File: src/rtl/game_pkg.sv
// -----------------------------------------------------------------------------
// game_pkg
// Shared types and constants for the game score controller.
//   state_t      : game state encoding (IDLE=0, PLAY=1, WIN=2, OVER=3)
//   bcd_digit_t  : one 4-bit BCD digit
//   CODE_*       : status codes shown on display digit 7
//   BCD_MAX      : saturation value of the 4-digit score
//   bin_to_bcd2  : 0..99 binary to two BCD digits (kills display)
// Optional feature macro used by the design: SCORE_HISCORE_EN
// -----------------------------------------------------------------------------
package game_pkg;

    typedef enum logic [1:0] {
        ST_IDLE = 2'd0,
        ST_PLAY = 2'd1,
        ST_WIN  = 2'd2,
        ST_OVER = 2'd3
    } state_t;

    typedef logic [3:0] bcd_digit_t;

    localparam bcd_digit_t  CODE_WIN     = 4'hA;
    localparam bcd_digit_t  CODE_OVER    = 4'hB;
    localparam bcd_digit_t  CODE_HISCORE = 4'hC;
    localparam logic [15:0] BCD_MAX      = 16'h9999;

    // Kill count never exceeds 99, so two digits always suffice.
    function automatic logic [7:0] bin_to_bcd2(input logic [6:0] bin);
        logic [7:0] r;
        r[7:4] = 4'(bin / 7'd10);
        r[3:0] = 4'(bin % 7'd10);
        return r;
    endfunction

endpackage

File: src/rtl/bcd_add4.sv
// -----------------------------------------------------------------------------
// bcd_add4
// Combinational 4-digit BCD adder with saturation at 9999.
//   a_i   [15:0] : augend, 4 BCD digits
//   b_i   [15:0] : addend, 4 BCD digits
//   sum_o [15:0] : a_i + b_i in BCD, clamped to 16'h9999 on overflow
// -----------------------------------------------------------------------------
module bcd_add4
    import game_pkg::*;
(
    input  logic [15:0] a_i,
    input  logic [15:0] b_i,
    output logic [15:0] sum_o
);

    // Separate carry elements keep the ripple chain free of self-loops.
    logic        carry [0:4];
    logic [15:0] raw_sum;

    assign carry[0] = 1'b0;

    generate
        for (genvar gi = 0; gi < 4; gi++) begin : g_digit
            logic [4:0] dsum;
            assign dsum = {1'b0, a_i[gi*4 +: 4]} + {1'b0, b_i[gi*4 +: 4]}
                        + {4'b0000, carry[gi]};
            assign carry[gi+1]        = (dsum > 5'd9);
            assign raw_sum[gi*4 +: 4] = carry[gi+1] ? 4'(dsum - 5'd10) : dsum[3:0];
        end
    endgenerate

    // A carry out of the top digit means the true sum exceeds 9999.
    assign sum_o = carry[4] ? BCD_MAX : raw_sum;

endmodule

File: src/rtl/game_score_ctrl.sv
// -----------------------------------------------------------------------------
// game_score_ctrl
// Score, lives and display controller for a small shooter game.
// Parameters: NUM_ALIENS, START_LIVES, HIT_POINTS (BCD), PAGE_CYCLES.
// Ports:
//   clk, reset_n (synchronous, active-low)
//   start, alien_hit, player_hit : level inputs, rising edges act once
//   state [1:0], lives [2:0], score_bcd [15:0], hiscore_bcd [15:0]
//   disp_bcd [31:0] (digit 0 = [3:0]), disp_blank [7:0] (1 = digit off)
// Optional macro: SCORE_HISCORE_EN builds high-score tracking and the
// alternating hiscore page; without it hiscore_bcd is tied to 0.
// -----------------------------------------------------------------------------
module game_score_ctrl
    import game_pkg::*;
#(
    parameter int          NUM_ALIENS  = 15,
    parameter int          START_LIVES = 3,
    parameter logic [15:0] HIT_POINTS  = 16'h0010,
    parameter int          PAGE_CYCLES = 50000000
) (
    input  logic        clk,
    input  logic        reset_n,
    input  logic        start,
    input  logic        alien_hit,
    input  logic        player_hit,
    output logic [1:0]  state,
    output logic [2:0]  lives,
    output logic [15:0] score_bcd,
    output logic [15:0] hiscore_bcd,
    output logic [31:0] disp_bcd,
    output logic [7:0]  disp_blank
);

    localparam logic [6:0] KILLS_WIN  = 7'(NUM_ALIENS);
    localparam logic [2:0] LIVES_INIT = 3'(START_LIVES);

    logic start_q, alien_q, player_q;
    logic start_edge, alien_edge, player_edge;

    state_t      state_q, state_d;
    logic [2:0]  lives_q, lives_d;
    logic [15:0] score_q, score_d, score_inc;
    logic [6:0]  kills_q, kills_d;
    logic [31:0] disp_bcd_q, disp_bcd_d;
    logic [7:0]  disp_blank_q, disp_blank_d;
    logic [15:0] hiscore_view;
    logic        show_hi_page;

    assign start_edge  = start      & ~start_q;
    assign alien_edge  = alien_hit  & ~alien_q;
    assign player_edge = player_hit & ~player_q;

    bcd_add4 u_bcd_add4 (
        .a_i   (score_q),
        .b_i   (HIT_POINTS),
        .sum_o (score_inc)
    );

    // Game FSM plus score / kills / lives next-state.
    always_comb begin
        state_d = state_q;
        lives_d = lives_q;
        score_d = score_q;
        kills_d = kills_q;
        unique case (state_q)
            ST_IDLE: begin
                if (start_edge) begin
                    state_d = ST_PLAY;
                    score_d = '0;
                    kills_d = '0;
                    lives_d = LIVES_INIT;
                end
            end
            ST_PLAY: begin
                if (alien_edge) begin
                    score_d = score_inc;
                    kills_d = kills_q + 7'd1;
                end
                if (player_edge && (lives_q != 3'd0)) begin
                    lives_d = lives_q - 3'd1;
                end
                // Final kill wins even when the last life goes in the same cycle.
                if (kills_d == KILLS_WIN) begin
                    state_d = ST_WIN;
                end else if (lives_d == 3'd0) begin
                    state_d = ST_OVER;
                end
            end
            ST_WIN, ST_OVER: begin
                if (start_edge) begin
                    state_d = ST_IDLE;
                end
            end
            default: state_d = ST_IDLE;
        endcase
    end

`ifdef SCORE_HISCORE_EN
    logic [15:0] hiscore_q, hiscore_d;
    logic [31:0] timer_q, timer_d;
    logic        page_q, page_d;

    localparam logic [31:0] PAGE_LAST = 32'(PAGE_CYCLES - 1);

    always_comb begin
        hiscore_d = hiscore_q;
        // BCD digits order like binary, so a plain compare is a numeric compare.
        if ((state_q == ST_PLAY) && (state_d != ST_PLAY) && (score_d > hiscore_q)) begin
            hiscore_d = score_d;
        end
        // Timer and page restart on every state change; they only run while
        // staying in WIN or OVER.
        timer_d = '0;
        page_d  = 1'b0;
        if ((state_d == state_q) && ((state_q == ST_WIN) || (state_q == ST_OVER))) begin
            if (timer_q == PAGE_LAST) begin
                page_d = ~page_q;
            end else begin
                timer_d = timer_q + 32'd1;
                page_d  = page_q;
            end
        end
    end

    always_ff @(posedge clk) begin
        if (!reset_n) begin
            hiscore_q <= '0;
            timer_q   <= '0;
            page_q    <= 1'b0;
        end else begin
            hiscore_q <= hiscore_d;
            timer_q   <= timer_d;
            page_q    <= page_d;
        end
    end

    assign hiscore_view = hiscore_d;
    assign show_hi_page = page_d;
    assign hiscore_bcd  = hiscore_q;
`else
    assign hiscore_view = '0;
    assign show_hi_page = 1'b0;
    assign hiscore_bcd  = '0;
`endif

    // Display is built from next-state values so the registered digits line
    // up with the registered state/score on the same edge.
    always_comb begin
        disp_bcd_d   = '0;
        disp_blank_d = 8'hF0;
        unique case (state_d)
            ST_IDLE: begin
                disp_bcd_d[15:0] = hiscore_view;
            end
            ST_PLAY: begin
                disp_bcd_d   = {1'b0, lives_d, 4'h0, bin_to_bcd2(kills_d), score_d};
                disp_blank_d = 8'h40;
            end
            ST_WIN, ST_OVER: begin
                disp_blank_d = 8'h70;
                if (show_hi_page) begin
                    disp_bcd_d = {CODE_HISCORE, 12'h000, hiscore_view};
                end else begin
                    disp_bcd_d = {((state_d == ST_WIN) ? CODE_WIN : CODE_OVER), 12'h000, score_d};
                end
            end
            default: ;
        endcase
    end

    always_ff @(posedge clk) begin
        if (!reset_n) begin
            start_q      <= 1'b0;
            alien_q      <= 1'b0;
            player_q     <= 1'b0;
            state_q      <= ST_IDLE;
            lives_q      <= '0;
            score_q      <= '0;
            kills_q      <= '0;
            disp_bcd_q   <= '0;
            disp_blank_q <= 8'hF0;
        end else begin
            start_q      <= start;
            alien_q      <= alien_hit;
            player_q     <= player_hit;
            state_q      <= state_d;
            lives_q      <= lives_d;
            score_q      <= score_d;
            kills_q      <= kills_d;
            disp_bcd_q   <= disp_bcd_d;
            disp_blank_q <= disp_blank_d;
        end
    end

    assign state      = state_q;
    assign lives      = lives_q;
    assign score_bcd  = score_q;
    assign disp_bcd   = disp_bcd_q;
    assign disp_blank = disp_blank_q;

endmodule

File: config.mk
export PLATFORM = sky130hd
export DESIGN_NAME = game_score_ctrl
export DESIGN_NICKNAME = d
export VERILOG_FILES = /design/src/rtl/game_pkg.sv /design/src/rtl/bcd_add4.sv /design/src/rtl/game_score_ctrl.sv
export SDC_FILE = /design/constraint.sdc
export NUM_CORES = 1
export LEC_CHECK = 0
export ABC_AREA = 1
export CORE_ASPECT_RATIO = 2
export CORE_UTILIZATION = 35
export CTS_BUF_LIST = sky130_fd_sc_hd__clkbuf_16
export DETAILED_ROUTE_END_ITERATION = 6
export RECOVER_POWER = 50
export REMOVE_ABC_BUFFERS = 1
export SYNTH_ARGS = -nofsm -noshare
export SYNTH_HDL_FRONTEND = slang
export SYNTH_HIERARCHICAL = 1
export SYNTH_SLANG_ARGS = --single-unit
File: constraint.sdc
create_clock -name clk -period 5.6 [get_ports clk]
set_input_delay 0.84 -clock clk [delete_from_list [all_inputs] [get_ports clk]]
set_output_delay 0.84 -clock clk [all_outputs]
set_load 0.01 [all_outputs]
After elaboration in Yosys (flattened, before gate mapping). Cells that the tools add are included.

Register bits: 71. Latch bits: 0. Memory bits (writable): 0. ROM bits: 0. Word-level logic and storage cells: 69. Memories kept: 0.

Add/sub/neg operators: 9. $mul: 0. Div/mod/pow operators: 2. $lt $le $gt $ge: 4. Equal/unequal tests: 7. Shifts and indexed selects: 0. Muxes and demuxes: 24. Bitwise operators: 6. Reduce and logical (&&, ||, !) cells: 8.

Operators by type and width (count): $pmux W16 S2 (3); $mux W16 (3); $mux W7 (3); $pmux W8 S2 (1); $gt A5 B4 Y1 const B (3); $pmux W7 S2 (1); $mux W4 (3); $sub A4 B4 Y4 const B (3); $add A4 B1 Y5 (2); $mux W3 (3); $eq A2 B2 Y1 const B (4); $mux W2 (4); $add A7 B1 Y7 const B (1); $div A7 B4 Y7 const B (1); $eq A7 B4 Y1 const B (1); $mod A7 B4 Y7 const B (1); $pmux W2 S3 (1); $pmux W3 S2 (1); $add A4 B1 Y5 const B (1); $add A5 B1 Y5 (1); $eq A2 B1 Y1 const B (2); $gt A4 B4 Y1 const B (1); $logic_not A2 Y1 (2); $reduce_or A2 Y1 (2); other kinds (8) (12).

Longest topological paths before layout. Gate-level depths: netlist (run 1).

Depth in word-level cells: 12. Mapped depth: 39. Gate-level depth less buffers: 38.

Cells and area by module. Netlist (run 1), hierarchy kept.

By module, submodules not included: game_score_ctrl (times used 1, cells an instance 426, area an instance 3044.2 µm², sequential area each 1221.2 µm²); bcd_add4 (times used 1, cells an instance 148, area an instance 915.9 µm², sequential area each 0.0 µm²).

Worst setup path before layout (run 1). Ideal clock, no wire load.

Path kind: reg2reg. Start: register score_q[1] (netlist: score_bcd[1]). End: register score_q[9] (netlist: score_bcd[9]). Setup time: 0.065 ns. Arrival: 5.453 ns. Required time: 5.535 ns. Path slack: 0.082 ns. Cell stages (with the launch flop): 38. Clock period less this slack: 5.518 ns. Cells stage by stage: dfxtp_1 > inv_1 > fa_1 > nand3_1 > nand3_1 > nand2_1 > inv_1 > fa_1 > inv_1 > fa_1 > inv_1 > nand2_1 > nand3_1 > nand2_2 > inv_1 > fa_1 > inv_1 > fa_1 > (+2 left out) > nand3_2 > nand2_1 > inv_1 > fa_1 > inv_1 > fa_1 > inv_1 > nand2_1 > nand3_2 > nand2_4 > inv_4 > buf_8 > nand2_2 > nor2_2 > inv_1 > o22ai_1 > inv_1 > nor2_1.

Longest elaborated chain between the ends: 10. Elaborated cells between the ends (all ways): 12. Classes of those cells: add/sub (4); order compare (4); mux (4).

RTL lines: from (decl) (RTL line game_score_ctrl.sv:42) `logic [15:0] score_q, score_d, score_inc;`; from (signal assigned) (RTL line game_score_ctrl.sv:188) `score_q <= score_d;`; $gt A4 B4 Y1 * (RTL line bcd_add4.sv:27) `assign carry[gi+1] = (dsum > 5'd9);`; $add A5 B1 Y5 * (RTL line bcd_add4.sv:26) `+ {4'b0000, carry[gi]};`; $gt A5 B4 Y1 * (RTL line bcd_add4.sv:27); $add A4 B1 Y5 * (RTL line bcd_add4.sv:26); $gt A5 B4 Y1 (RTL line bcd_add4.sv:27); $add A4 B1 Y5 (RTL line bcd_add4.sv:26); $gt A5 B4 Y1 (RTL line bcd_add4.sv:27); $mux W16 * (RTL line bcd_add4.sv:33) `assign sum_o = carry[4] ? BCD_MAX : raw_sum;`; named net score_inc[9] (RTL line game_score_ctrl.sv:42); $mux W16 * (RTL line game_score_ctrl.sv:75) `if (alien_edge) begin`; $pmux W16 S2 * (RTL line game_score_ctrl.sv:65) `unique case (state_q)`.

The timed path passes the listed nets; every way through them passes the cells marked *. A chain may end at the register's enable or synchronous reset.

Final worst setup path (run 1).
Start: register score_q[1] (netlist: score_bcd[1]). End: register score_q[15] (netlist: score_bcd[15]).

Longest elaborated chain between the ends: 10.

RTL lines (RTL line): $gt A4 B4 Y1 * (bcd_add4.sv:27); $add A5 B1 Y5 * (bcd_add4.sv:26); $gt A5 B4 Y1 * (bcd_add4.sv:27); $add A4 B1 Y5 * (bcd_add4.sv:26); $gt A5 B4 Y1 * (bcd_add4.sv:27); $add A4 B1 Y5 * (bcd_add4.sv:26); $gt A5 B4 Y1 (bcd_add4.sv:27); $mux W16 * (bcd_add4.sv:33); named net score_inc[15] (game_score_ctrl.sv:42); $mux W16 * (game_score_ctrl.sv:75); $pmux W16 S2 * (game_score_ctrl.sv:65).

Marks and branches as above.

==> results of run 1 <==
[how the worst min path moves through the flow]
stage / from / slack, ns / to / cells after the start
6_report: score_bcd[8]$_SDFF_PN0_ / 0.57 / score_bcd[8]$_SDFF_PN0_ / 4
5_1_grt: score_bcd[8]$_SDFF_PN0_ / 0.62 / score_bcd[8]$_SDFF_PN0_ / 4
4_1_cts: score_bcd[4]$_SDFF_PN0_ / 0.58 / score_bcd[4]$_SDFF_PN0_ / 4
3_5_place_dp: score_bcd[4]$_SDFF_PN0_ / 0.57 / score_bcd[4]$_SDFF_PN0_ / 4
3_3_place_gp: score_bcd[4]$_SDFF_PN0_ / 0.57 / score_bcd[4]$_SDFF_PN0_ / 4
2_1_floorplan: lives[1]$_SDFF_PN0_ / 0.56 / lives[1]$_SDFF_PN0_ / 2
[cells in the final DEF, fill, tap and decap left out, types with 11 or more instances in the layout]
cell type / instances
sky130_fd_sc_hd__a21oi_1: 15
sky130_fd_sc_hd__buf_4: 12
sky130_fd_sc_hd__conb_1: 45
sky130_fd_sc_hd__dfxtp_1: 60
sky130_fd_sc_hd__dlygate4sd3_1: 51
sky130_fd_sc_hd__ha_1: 22
sky130_fd_sc_hd__inv_1: 127
sky130_fd_sc_hd__inv_2: 11
sky130_fd_sc_hd__nand2_1: 108
sky130_fd_sc_hd__nand2_2: 21
sky130_fd_sc_hd__nand3_1: 29
sky130_fd_sc_hd__nand3_2: 11
sky130_fd_sc_hd__nor2_1: 57
sky130_fd_sc_hd__nor2_2: 12
sky130_fd_sc_hd__o22ai_1: 12
[what timing repair did]
item | CTS | global route
gates cloned | 0 | 1
endpoints found under the setup margin | 13 | 32
resized for setup | 7 | 22
buffers inserted | 1 | 3
pin swaps | 1 | 15
[through the flow]
stage	hold slack [ns]	TNS, ns
final	0.574	0
after CTS	0.579	-0.0343
after global placement	0.570	0
after detailed placement	0.567	-0.699
after floorplan	0.558	0
after global routing	0.622	-4.25
[layer usage]
layer | share of wire, % | wire, um | vias up | GRT usage, %
met4 | 2.8 | 265 | 0 | 7.10
met1 | 35 | 3290 | 1644 | 14.3
met3 | 3.8 | 358 | 23 | 3.53
met5 | 0 | 0 | - | 0
li1 | - | - | 1849 | -
met2 | 58 | 5400 | 94 | 32.1
[layout make-up]
cell class / instances / area [um2] / share of cell area [%]
clock inverter: 6 / 25.0 / 0.491
sequential: 61 / 1220 / 24.0
clock buffer: 9 / 225 / 4.42
timing repair buffer: 69 / 671 / 13.2
inverter: 137 / 527 / 10.3
timing repair inverter: 1 / 8.76 / 0.172
multi-input combinational: 386 / 2240 / 44.0
tap: 140 / 175 / 3.44
[critical path: cells and delay by family, from the launching register on]
kind / cells / cell delay (ns)
buf+inv: 12 / 0.89
compound gates: 1 / 0.09
simple gates: 14 / 1.18
fa+ha+maj: 7 / 2.41
xor+xnor: 2 / 0.34
flops: 1 / 0.32
[cells by family after synthesis]
logic type | synth area share, %
AO/OA/AOI/OAI | 7.87
XOR/XNOR | 1.55
adder cells (fa/ha/maj) | 10.8
buffers and inverters | 19.0
flip-flops | 30.8
other | 0.190
AND/OR/NAND/NOR | 29.8
[sequential cells by signal (all words and copies together) (netlist names)]
register    count
alien_q         1
disp_bcd       28
disp_blank      2
kills_q         7
lives           3
player_q        1
score_bcd      16
start_q         1
state           2
[power breakdown]
group / total, mW / switching (mW) / internal [mW]
Combinational: 0.348 / 0.210 / 0.139
Clock: 0.475 / 0.187 / 0.288
Sequential: 0.465 / 0.0117 / 0.453
Total: 1.29 / 0.408 / 0.880
==> run summary, run 1 <==
In this run the worst setup path terminates at score_bcd[15]$_SDFF_PN0_. The synthesis-stage register bit count works out to 61. The transition time of the tightest slew-check pin was 1.05 ns; the effective utilization at floorplan was 36.2%. The clock period minus worst slack is 5.39 ns. The setup violation total in the final timing report is 0. After synthesis, the most frequently instantiated cells are sky130_fd_sc_hd__inv_1 (128), sky130_fd_sc_hd__nand2_1 (111), sky130_fd_sc_hd__dfxtp_1 (61), sky130_fd_sc_hd__nor2_1 (59), sky130_fd_sc_hd__nand3_1 (32). For this design, the sink count on the clock tree is 61.

Cell repeated most along the worst path: sky130_fd_sc_hd__inv_1. Clock latency on the worst-skew pair, taken at its later pin, is 0.32 ns. The total number of placement rows is 54. For this run, the leading register cell type out of synthesis is sky130_fd_sc_hd__dfxtp_1.

Timing would allow up to 185 MHz. In the routed layout, each cell is associated on average with a via count of 4.46. The required time of the worst setup path was 5.77 ns. The mapped netlist covers 0.00396 mm2.

The first global-routing pass estimated 14900 um of wire. The share of synthesized area in the top cell type comes to 30.8%. Maximum number of pins on one net before global-route repair: 31. After the flow finishes, the layout carries non-filler instances totaling 809. The final count of pins violating max slew is 0. The setup check on the worst reg-to-reg path leaves a slack of 0.21 ns. The analysis attributes to cell leakage a power of 2.71 nW. During I/O placement, the number of pins put on the boundary was 82. Max-cap violations in this run came to 0. Setup slack closes at 0.208 ns. The final number of hold-violating endpoints is 0, and the post-CTS clock slew at the launch and capture registers of the worst setup and hold paths is 0.05 ns. The post-route netlist has 15.8% of its cells at a drive strength greater than 1. The highest fanout seen on the critical path is 6, and the DRC violation total after the first TritonRoute iteration is 104. Across the VDD grid, the largest voltage drop is 158 uV.

Counting the fill cells in the layout gives 1123. The logs give 30.8% for the sequential cell area fraction in the yosys report and 0.00469 mm2 for the placement-stage cell area. The number of antenna diodes in the final layout is 0. For the worst clock skew, the log shows 0.00663 ns. sky130_fd_sc_hd__inv_1 is the most common cell in the netlist. The tools report the number of buffers inserted during clock tree synthesis as 9.

The synthesized design spends more area on one cell type than any other, namely sky130_fd_sc_hd__dfxtp_1. The H-tree was split into 3 levels. The tools report the post-layout utilization of the core as 46.6%. In this run, placement finished with an instance count of 789. The run finished with clean final reports. The run gives 3610 as the overall via count from detail_route. The async set-reset flop share out of synthesis was 0%. The Yosys step of the flow raised 6 warnings. The startpoint of the most critical setup path is score_bcd[1]$_SDFF_PN0_. Once detail routing completed, the nets flagged for antenna violations numbered 0.

The hold buffer count at CTS was 0. The final routed wire length divided by cell count was 11.5 um. TritonCTS built the clock tree. The worst pin sits at a relative slew slack of 30.2%. The slowest stage of the critical path is the sky130_fd_sc_hd__fa_1 cell.

Wires add up to 9310 um. The via count of the first global-routing pass came out at 3464. The clock tree root driver cell was sky130_fd_sc_hd__clkbuf_16. Dividing the synthesized area by the synthesized cell count gives 6.90 um2. After technology mapping, the gate count stands at 574.

The total overflow left after global routing is 0. The tools report the startpoint of the most critical register-to-register path as score_bcd[1]$_SDFF_PN0_. The worst register-to-register path ends at score_bcd[15]$_SDFF_PN0_. The growth of design area from synthesis to finish is 28.8%. After layout, the worst path uses 96.3% of the clock period.

The finished cells cover 0.00510 mm2. The number of different library cells used by synthesis comes to 40. Worst slack after detailed placement: -0.0974 ns.

STA classifies the critical path endpoint as a flip-flop. The run gives 1.29 mW as the power consumption. For this design the ratio of total power to cell area is 253 mW/mm2.

The global placement routability congestion is 0.832, and the number of buffers on the longest clock path is 2. Type of origin of the critical path: a flip-flop. The worst hold path class is reg2reg. The die outline width was 77.2 um; the arrival time at the worst endpoint was 5.56 ns.

The floorplan step defined a core boundary enclosing 0.0109 mm2. By area the synthesized netlist is led by sky130_fd_sc_hd__dfxtp_1 (31%), sky130_fd_sc_hd__inv_1 (12%), sky130_fd_sc_hd__nand2_1 (11%), sky130_fd_sc_hd__ha_1 (7.3%), sky130_fd_sc_hd__nor2_1 (5.6%). Critical path class: reg2reg.

In this design, the stage delay of the slowest critical-path cell is 0.47 ns. The aggregate global-route resource usage is 15.9%, and the height of the die is 152 um. The number of nets in the layout was 700; the worst reg2reg path depth was 36.

The number of flops mapped to enable cells by yosys was 0; the count of input and output buffers was 56. Detailed placement ended at an HPWL of 7060 um. After detailed routing, the number of remaining DRC violations is 0. The floorplan step defined a die boundary enclosing 0.0118 mm2. The logs give 0 for the number of antenna violations at the first check in global routing and 4 for the number of detailed-routing iterations run before antenna repair.
Note: power is estimated with default switching activity, not from simulation.
==> run 2, diff against run 1 <==
==> constraint.sdc (replaced) <==
create_clock -name clk -period 5.7 [get_ports clk]
set_input_delay 0.855 -clock clk [delete_from_list [all_inputs] [get_ports clk]]
set_output_delay 0.855 -clock clk [all_outputs]
set_load 0.01 [all_outputs]
==> run 2 against run 1 <==
Critical path type unchanged. Utilization grew 0.96 points. Clock power up 18%. Power increased by 6.6%. Global-route usage rose by 0.20 points. Sequential share of layout area shrank 0.48 points. Register-to-register slack better by 0.04 ns. First-iteration DRC count decreased by 8.7%. Die area is the same. Cell count is 0.62% higher. Clock skew down 0.00082 ns. Via count grew 0.28%. Critical path depth did not move.
==> run summary, run 2 (synthesized netlist as in run 1, its figures left out) <==
The run gives 36.2% as the effective utilization at floorplan. The core region area is 0.0109 mm2, and the post-layout utilization of the core is 47.5%. Worst hold path class: reg2reg. The fmax was 183 MHz. CTS built an H-tree with a depth of 3. Setup violations remaining at the end of the flow were counted as 0. The delay contributed by the slowest stage of the critical path was 0.57 ns; the height of the die was 152 um. The post-route netlist has 17.5% of its cells at a drive strength greater than 1.

Entering global routing, the biggest net connects 31 pins. The library cell contributing the largest single delay on the critical path was sky130_fd_sc_hd__fa_2. After detailed placement, the design holds a cell count of 786. The run gives 0 as the hold buffer count at CTS. The worst supply voltage drop on vdd is 151 uV. After floorplanning, the core was divided into 54 placement rows. The tools report the overall via count from detail_route as 3620. Summed over all layers, the routed wires come to 9410 um.

The leakage power summed over all cells came out at 2.75 nW. The run gives 0 as the final count of pins violating max slew. Clock-pin slew was measured on the worst setup and hold paths at 0.05 ns.

The final routed wire length divided by cell count came out at 11.6 um. Summing all placed instances gives a cell area of 0.00467 mm2. In the layout the commonest cells are sky130_fd_sc_hd__inv_1 (123), sky130_fd_sc_hd__nand2_1 (107), sky130_fd_sc_hd__dfxtp_1 (60). Using the TritonRoute via totals, the vias-per-cell ratio works out to 4.45. The global-route wire length before repair came out at 15100 um. For this run the aggregate overflow at the end of global routing stands at 0. The worst path needs 5.45 ns of the cycle, external delays included. The library cell used most frequently in the layout, excluding fill and tap cells, is sky130_fd_sc_hd__inv_1.

The run finished with clean final reports. The area enclosed by the die boundary came out at 0.0118 mm2. Max-cap violations in this run came to 0. STA puts the critical path data arrival time at 5.63 ns. The tools report the headroom to the max-slew limit as 31.0%. The die is 77.2 um wide.

The clock passes through at most 2 buffers. In the global route stage, overall resource usage came out at 16.1%. Required time of the worst setup path: 5.88 ns.

Count of input and output buffers: 56. In the final layout, the multi-input gates occupy 0.00228 mm2. The tools report the remaining antenna violation count after routing as 0. With fillers left out, the area of the finished cells amounts to 0.00520 mm2. TritonCTS built the clock tree. The logs give 1137 for the number of fill cells and 4 for the number of detailed-routing iterations run before antenna repair.

The critical path class is reg2reg. Between clock sinks in the finished design, the worst skew comes to 0.00581 ns. Growth of design area from synthesis to finish: 31.4%. At the pin with the least slew margin, the transition time is 1.03 ns. The tightest hold path in the finished design has a slack of 0.571 ns. Of all nets on the critical path, the largest fanout is 6. The worst register-to-register path has a setup slack of 0.25 ns. The filler-free cell count of the finished design came out at 814. After the last flow step, the layout net total stands at 704.

Worst reg2reg path depth: 36. The final number of hold-violating endpoints came out at 0. Summed over all nets, the half-perimeter wirelength after detailed placement is 7020 um. The logs give 0.835 for the global placement routability congestion and 0 for the DRC violations left. The startpoint identified for the worst hold timing path is score_bcd[4]$_SDFF_PN0_. The clock net in this run drives a total of 61 sinks. After layout, the worst path uses 95.7% of the clock period. Startpoint of the most critical register-to-register path: score_bcd[1]$_SDFF_PN0_. The type of origin of the critical path is a flip-flop.

Clock latency on the worst-skew pair, taken at its later pin, is 0.32 ns. Counting instances, the worst hold path has a depth of 4. The repair_antennas step left the layout with diodes totalling 0. The total power per unit cell area was 264 mW/mm2.

Registers take 0.00122 mm2. CTS placed an instance of sky130_fd_sc_hd__clkbuf_16 at the clock tree root. The number of antenna violations at the first check in global routing is 0. The worst setup path is captured at a flip-flop. The endpoint identified for the worst register-to-register timing path is score_bcd[11]$_SDFF_PN0_. The via count of the first global-routing pass is 3482, and the number of buffers inserted during clock tree synthesis is 9. The DRC violation total after the first TritonRoute iteration was 95. The register with the most flip-flops in the layout has 28 of them.

For hold timing, the worst endpoint is score_bcd[4]$_SDFF_PN0_. In this run the count of I/O pins placed on the die edge is 82.
run 2: cell count changes in the layout (fill, tap and decap cells not counted), sizes merged:
| cell | previous run | this run |
|---|---|---|
| buf | 13 | 17 |
| clkinv | 5 | 6 |
| dlygate4sd3 | 51 | 50 |
| inv | 139 | 137 |
| bufinv | 0 | 2 |
| clkdlybuf4s50 | 5 | 6 |
run 2: timing repair:
action / in CTS / in global routing
cloned: 0 / 1
buffers inserted: 5 / 6
setup endpoints to repair: 15 / 32
pin swaps: 2 / 14
gates resized for setup: 3 / 33
run 2: per-layer routing:
metal / part of all wire, % / track usage, %
met3: 3.8 / 3.17
met5: 0 / 0
met2: 59 / 32.7
met1: 36 / 15.1
met4: 1.3 / 6.11
run 2: critical path, delay by kind of cell, from the launching register on:
family                     cells  cell delay, ns
buffers and inverters         14            0.99
and+or+nand+nor               14            1.12
AOI/OAI and AO/OA              1            0.09
DFF                            1            0.32
adders and majority gates      7            2.78
run 2: how the worst max path moves through the flow:
stage / start / endpoint / slack [ns] / depth (start not counted)
floorplan: score_bcd[1]$_SDFF_PN0_ / disp_bcd[1]$_SDFF_PN0_ / 0.22 / 36
global placement: score_bcd[1]$_SDFF_PN0_ / score_bcd[1]$_SDFF_PN0_ / 0.10 / 36
detailed placement: score_bcd[1]$_SDFF_PN0_ / score_bcd[1]$_SDFF_PN0_ / -0.10 / 36
CTS: score_bcd[1]$_SDFF_PN0_ / score_bcd[1]$_SDFF_PN0_ / 0.02 / 36
global route: score_bcd[1]$_SDFF_PN0_ / score_bcd[5]$_SDFF_PN0_ / -0.05 / 36
finish: score_bcd[1]$_SDFF_PN0_ / score_bcd[11]$_SDFF_PN0_ / 0.25 / 36
run 2: through the flow:
stage / TNS (ns) / total power [mW] / setup slack (ns)
floorplan: 0 / 0.671 / 0.216
global placement: 0 / 0.763 / 0.103
detailed placement: -0.702 / 0.770 / -0.102
CTS: 0 / 1.35 / 0.0187
global route: -0.210 / 1.45 / -0.0456
finish: 0 / 1.37 / 0.247
run 2: final cells by class:
cell class	count	share of cell area, %
multi-input cells	386	43.7
flip-flops and latches	61	23.5
repair buffers	73	13.2
inverters	137	10.1
clock buffers	9	4.33
well taps	140	3.37
clock inverters	7	1.56
repair inverters	1	0.168
run 2: power breakdown:
group | switching (mW) | total (mW) | internal (mW)
registers | 0.0117 | 0.457 | 0.445
clock network | 0.186 | 0.562 | 0.376
logic | 0.212 | 0.354 | 0.142
total | 0.410 | 1.37 | 0.963
==> run 3, diff against run 2 <==
--- a/config.mk
+++ b/config.mk
@@ -6,11 +6,9 @@
 export NUM_CORES = 1
 export LEC_CHECK = 0
 export ABC_AREA = 1
-export CORE_ASPECT_RATIO = 2
 export CORE_UTILIZATION = 35
 export CTS_BUF_LIST = sky130_fd_sc_hd__clkbuf_16
 export DETAILED_ROUTE_END_ITERATION = 6
-export RECOVER_POWER = 50
 export REMOVE_ABC_BUFFERS = 1
 export SYNTH_ARGS = -nofsm -noshare
 export SYNTH_HDL_FRONTEND = slang
==> run 3 against run 2 <==
Maximum frequency grew 0.96%. Cell area shrank 2.4%. Non-clock buffer count shrank 9. Highest routed layer unchanged. Worst hold slack gained 0.018 ns. Largest power group unchanged. Cell count shrank 1.1%.
==> run summary, run 3 (synthesized netlist as in run 1, its figures left out) <==
Setup violation total in the final timing report: 0. For the final number of hold-violating endpoints, the log shows 0. Transition time of the tightest slew-check pin: 1.03 ns. The overall via count from detail_route was 3479. Share of the cycle needed by the critical path after routing: 94.8%.

For the final count of pins violating max slew, the log shows 0. After the last flow step, the layout net total stands at 695. The number of buffers inserted during clock tree synthesis was 9. The sum of buffers and inverters on the critical path is 13.

The most critical setup path has its startpoint at score_bcd[1]$_SDFF_PN0_. The tools report the startpoint of the most critical register-to-register path as score_bcd[1]$_SDFF_PN0_. CTS placed an instance of sky130_fd_sc_hd__clkbuf_16 at the clock tree root. For this run, design rule violations remaining after detail routing come to 0. The initialized floorplan defines 38 standard-cell rows. Entering global routing, the biggest net connects 31 pins. The path with the worst hold slack has its endpoint at score_bcd[8]$_SDFF_PN0_.

The growth of design area from synthesis to finish was 28.2%. The initial utilization of the core area, before any placement, comes to 36.2%. The floorplan step set the die height to 108 um. Summed over all nets, the half-perimeter wirelength after detailed placement is 6190 um.

The worst-case IR drop observed on VDD is 152 uV. The worst register-to-register path ends at disp_bcd[1]$_SDFF_PN0_. For this run, the number of standard cells in the final layout without fillers is 805. Via count of the first global-routing pass: 3237. The setup check on the worst reg-to-reg path leaves a slack of 0.30 ns. The sort of element at the end of the critical path is a flip-flop. The core region area came out at 0.0109 mm2. The congestion estimate from routability-driven global placement came to 0.847.

The commonest non-fill, non-tap cell in the layout was sky130_fd_sc_hd__inv_1. The detailed-route vias per instance works out to 4.32. The fmax is 185 MHz, and the clock period minus worst slack is 5.40 ns.

No sink is reached through more buffers than the 2 on the longest clock path. For the number of antenna violations at the first check in global routing, the log shows 0. The total overflow left after global routing is 0. TritonCTS built the clock tree. Once placement completed, the tool counted placed cells totaling 785. The worst setup path is of the reg2reg kind. The worst hold path class was reg2reg. Remaining antenna violation count after routing: 0. In this design, the critical path's most frequently occurring cell is sky130_fd_sc_hd__inv_1. The analysis attributes to cell leakage a power of 2.52 nW. The final routed wire length divided by cell count was 10.7 um. For this design the ratio of total power to cell area is 251 mW/mm2. The run gives 15.5% as the aggregate global-route resource usage. The library cell contributing the largest single delay on the critical path is sky130_fd_sc_hd__fa_2. The post-route netlist has 15.3% of its cells at a drive strength greater than 1. The tools report the final-layout worst hold slack as 0.589 ns. The worst clock skew is 0.00608 ns. Leaving out fill and tap cells, the most frequent cells in the layout are sky130_fd_sc_hd__inv_1 (125), sky130_fd_sc_hd__nand2_1 (109), sky130_fd_sc_hd__dfxtp_1 (61). Number of I/O pins: 82. The worst min-delay path startpoint is score_bcd[8]$_SDFF_PN0_.

The routed design has 8580 um of wire. The kind of cell with the highest combined delay on the critical path was adder cells. The worst pin sits at a relative slew slack of 31.0%. The first global-routing pass estimated 14000 um of wire. The number of violations of the max-capacitance limit is 0, and the antenna cell count is 0. The tools report the maximum level of the CTS H-tree as 3.

Cells fill 46.4% of the core in the end. The hold buffer count at CTS was 0; the area enclosed by the die boundary was 0.0117 mm2. Count of cells along the worst hold path: 4. The number of flip-flops in the largest register was 28; the delay contributed by the slowest stage of the critical path was 0.55 ns. The clock net in this run drives a total of 61 sinks.

The run gives 160 as the DRC violation total after the first TritonRoute iteration. The number of cells on the worst reg-to-reg path is 36. The number of detailed-routing iterations run before antenna repair is 4, and the die outline width is 108 um. The clock latency on the worst-skew pair came out at 0.33 ns. The worst setup path is launched from a flip-flop.

Highest fanout seen on the critical path: 7. The run finished with clean final reports. For the worst setup path, the data required time is 5.98 ns. The count of input and output buffers was 56.

After clock tree synthesis, the clock-pin slew on the worst setup and hold paths is 0.05 ns. For the worst setup path, the data arrival time is 5.68 ns.
run 3: worst max-delay path by stage:
| stage | depth (start not counted) | slack, ns | end |
|---|---|---|---|
| floorplan | 36 | 0.22 | disp_bcd[1]$_SDFF_PN0_ |
| global placement | 36 | 0.19 | disp_bcd[1]$_SDFF_PN0_ |
| detailed placement | 36 | -0.02 | disp_bcd[1]$_SDFF_PN0_ |
| CTS | 36 | 0.009 | disp_bcd[1]$_SDFF_PN0_ |
| global route | 36 | -0.03 | score_bcd[4]$_SDFF_PN0_ |
| finish | 36 | 0.30 | disp_bcd[1]$_SDFF_PN0_ |
run 3: worst min-delay path: cells and delay by family, from the launching register on:
kind | cells | cell delay (ns)
DFF | 1 | 0.32
buffers and inverters | 2 | 0.12
AOI/OAI and AO/OA | 1 | 0.08
and+or+nand+nor | 1 | 0.03
run 3: stage by stage:
step                power (mW)  TNS, ns  cell area, um2  setup slack, ns
floorplan                0.671        0            3890            0.216
global route              1.35   -0.114            5080          -0.0291
global placement         0.755        0            4660            0.190
detailed placement       0.761  -0.0414            4660          -0.0248
finish                    1.28        0            5080            0.299
CTS                       1.26        0            4940          0.00867
run 3: power by group:
part	internal [mW]	switching [mW]	leakage, nW
logic	0.134	0.197	1.90
clock network	0.287	0.201	0.129
registers	0.445	0.0124	0.495
run 3: cell type report:
class	count	area, um2
well taps	140	175
repair buffers	64	621
multi-input cells	386	2260
clock inverters	7	35.0
repair inverters	1	8.76
flip-flops and latches	61	1220
inverters	137	527
clock buffers	9	225
fillers	1142	5860
run 3: metal layers:
layer  vias up  GRT usage, %  share of wire (%)
met3        17          2.77                4.2
met4         0          7.72                2.0
li1       1839             -                  -
met2        70          26.8                 48
met1      1553          18.5                 45
met5         -             0                  0
run 3: timing repair:
| item | in CTS | in global routing |
|---|---|---|
| cloned | 0 | 1 |
| pin swaps | 1 | 11 |
| setup endpoints to repair | 12 | 32 |
| gates resized for setup | 5 | 24 |
| buffers inserted | 0 | 3 |
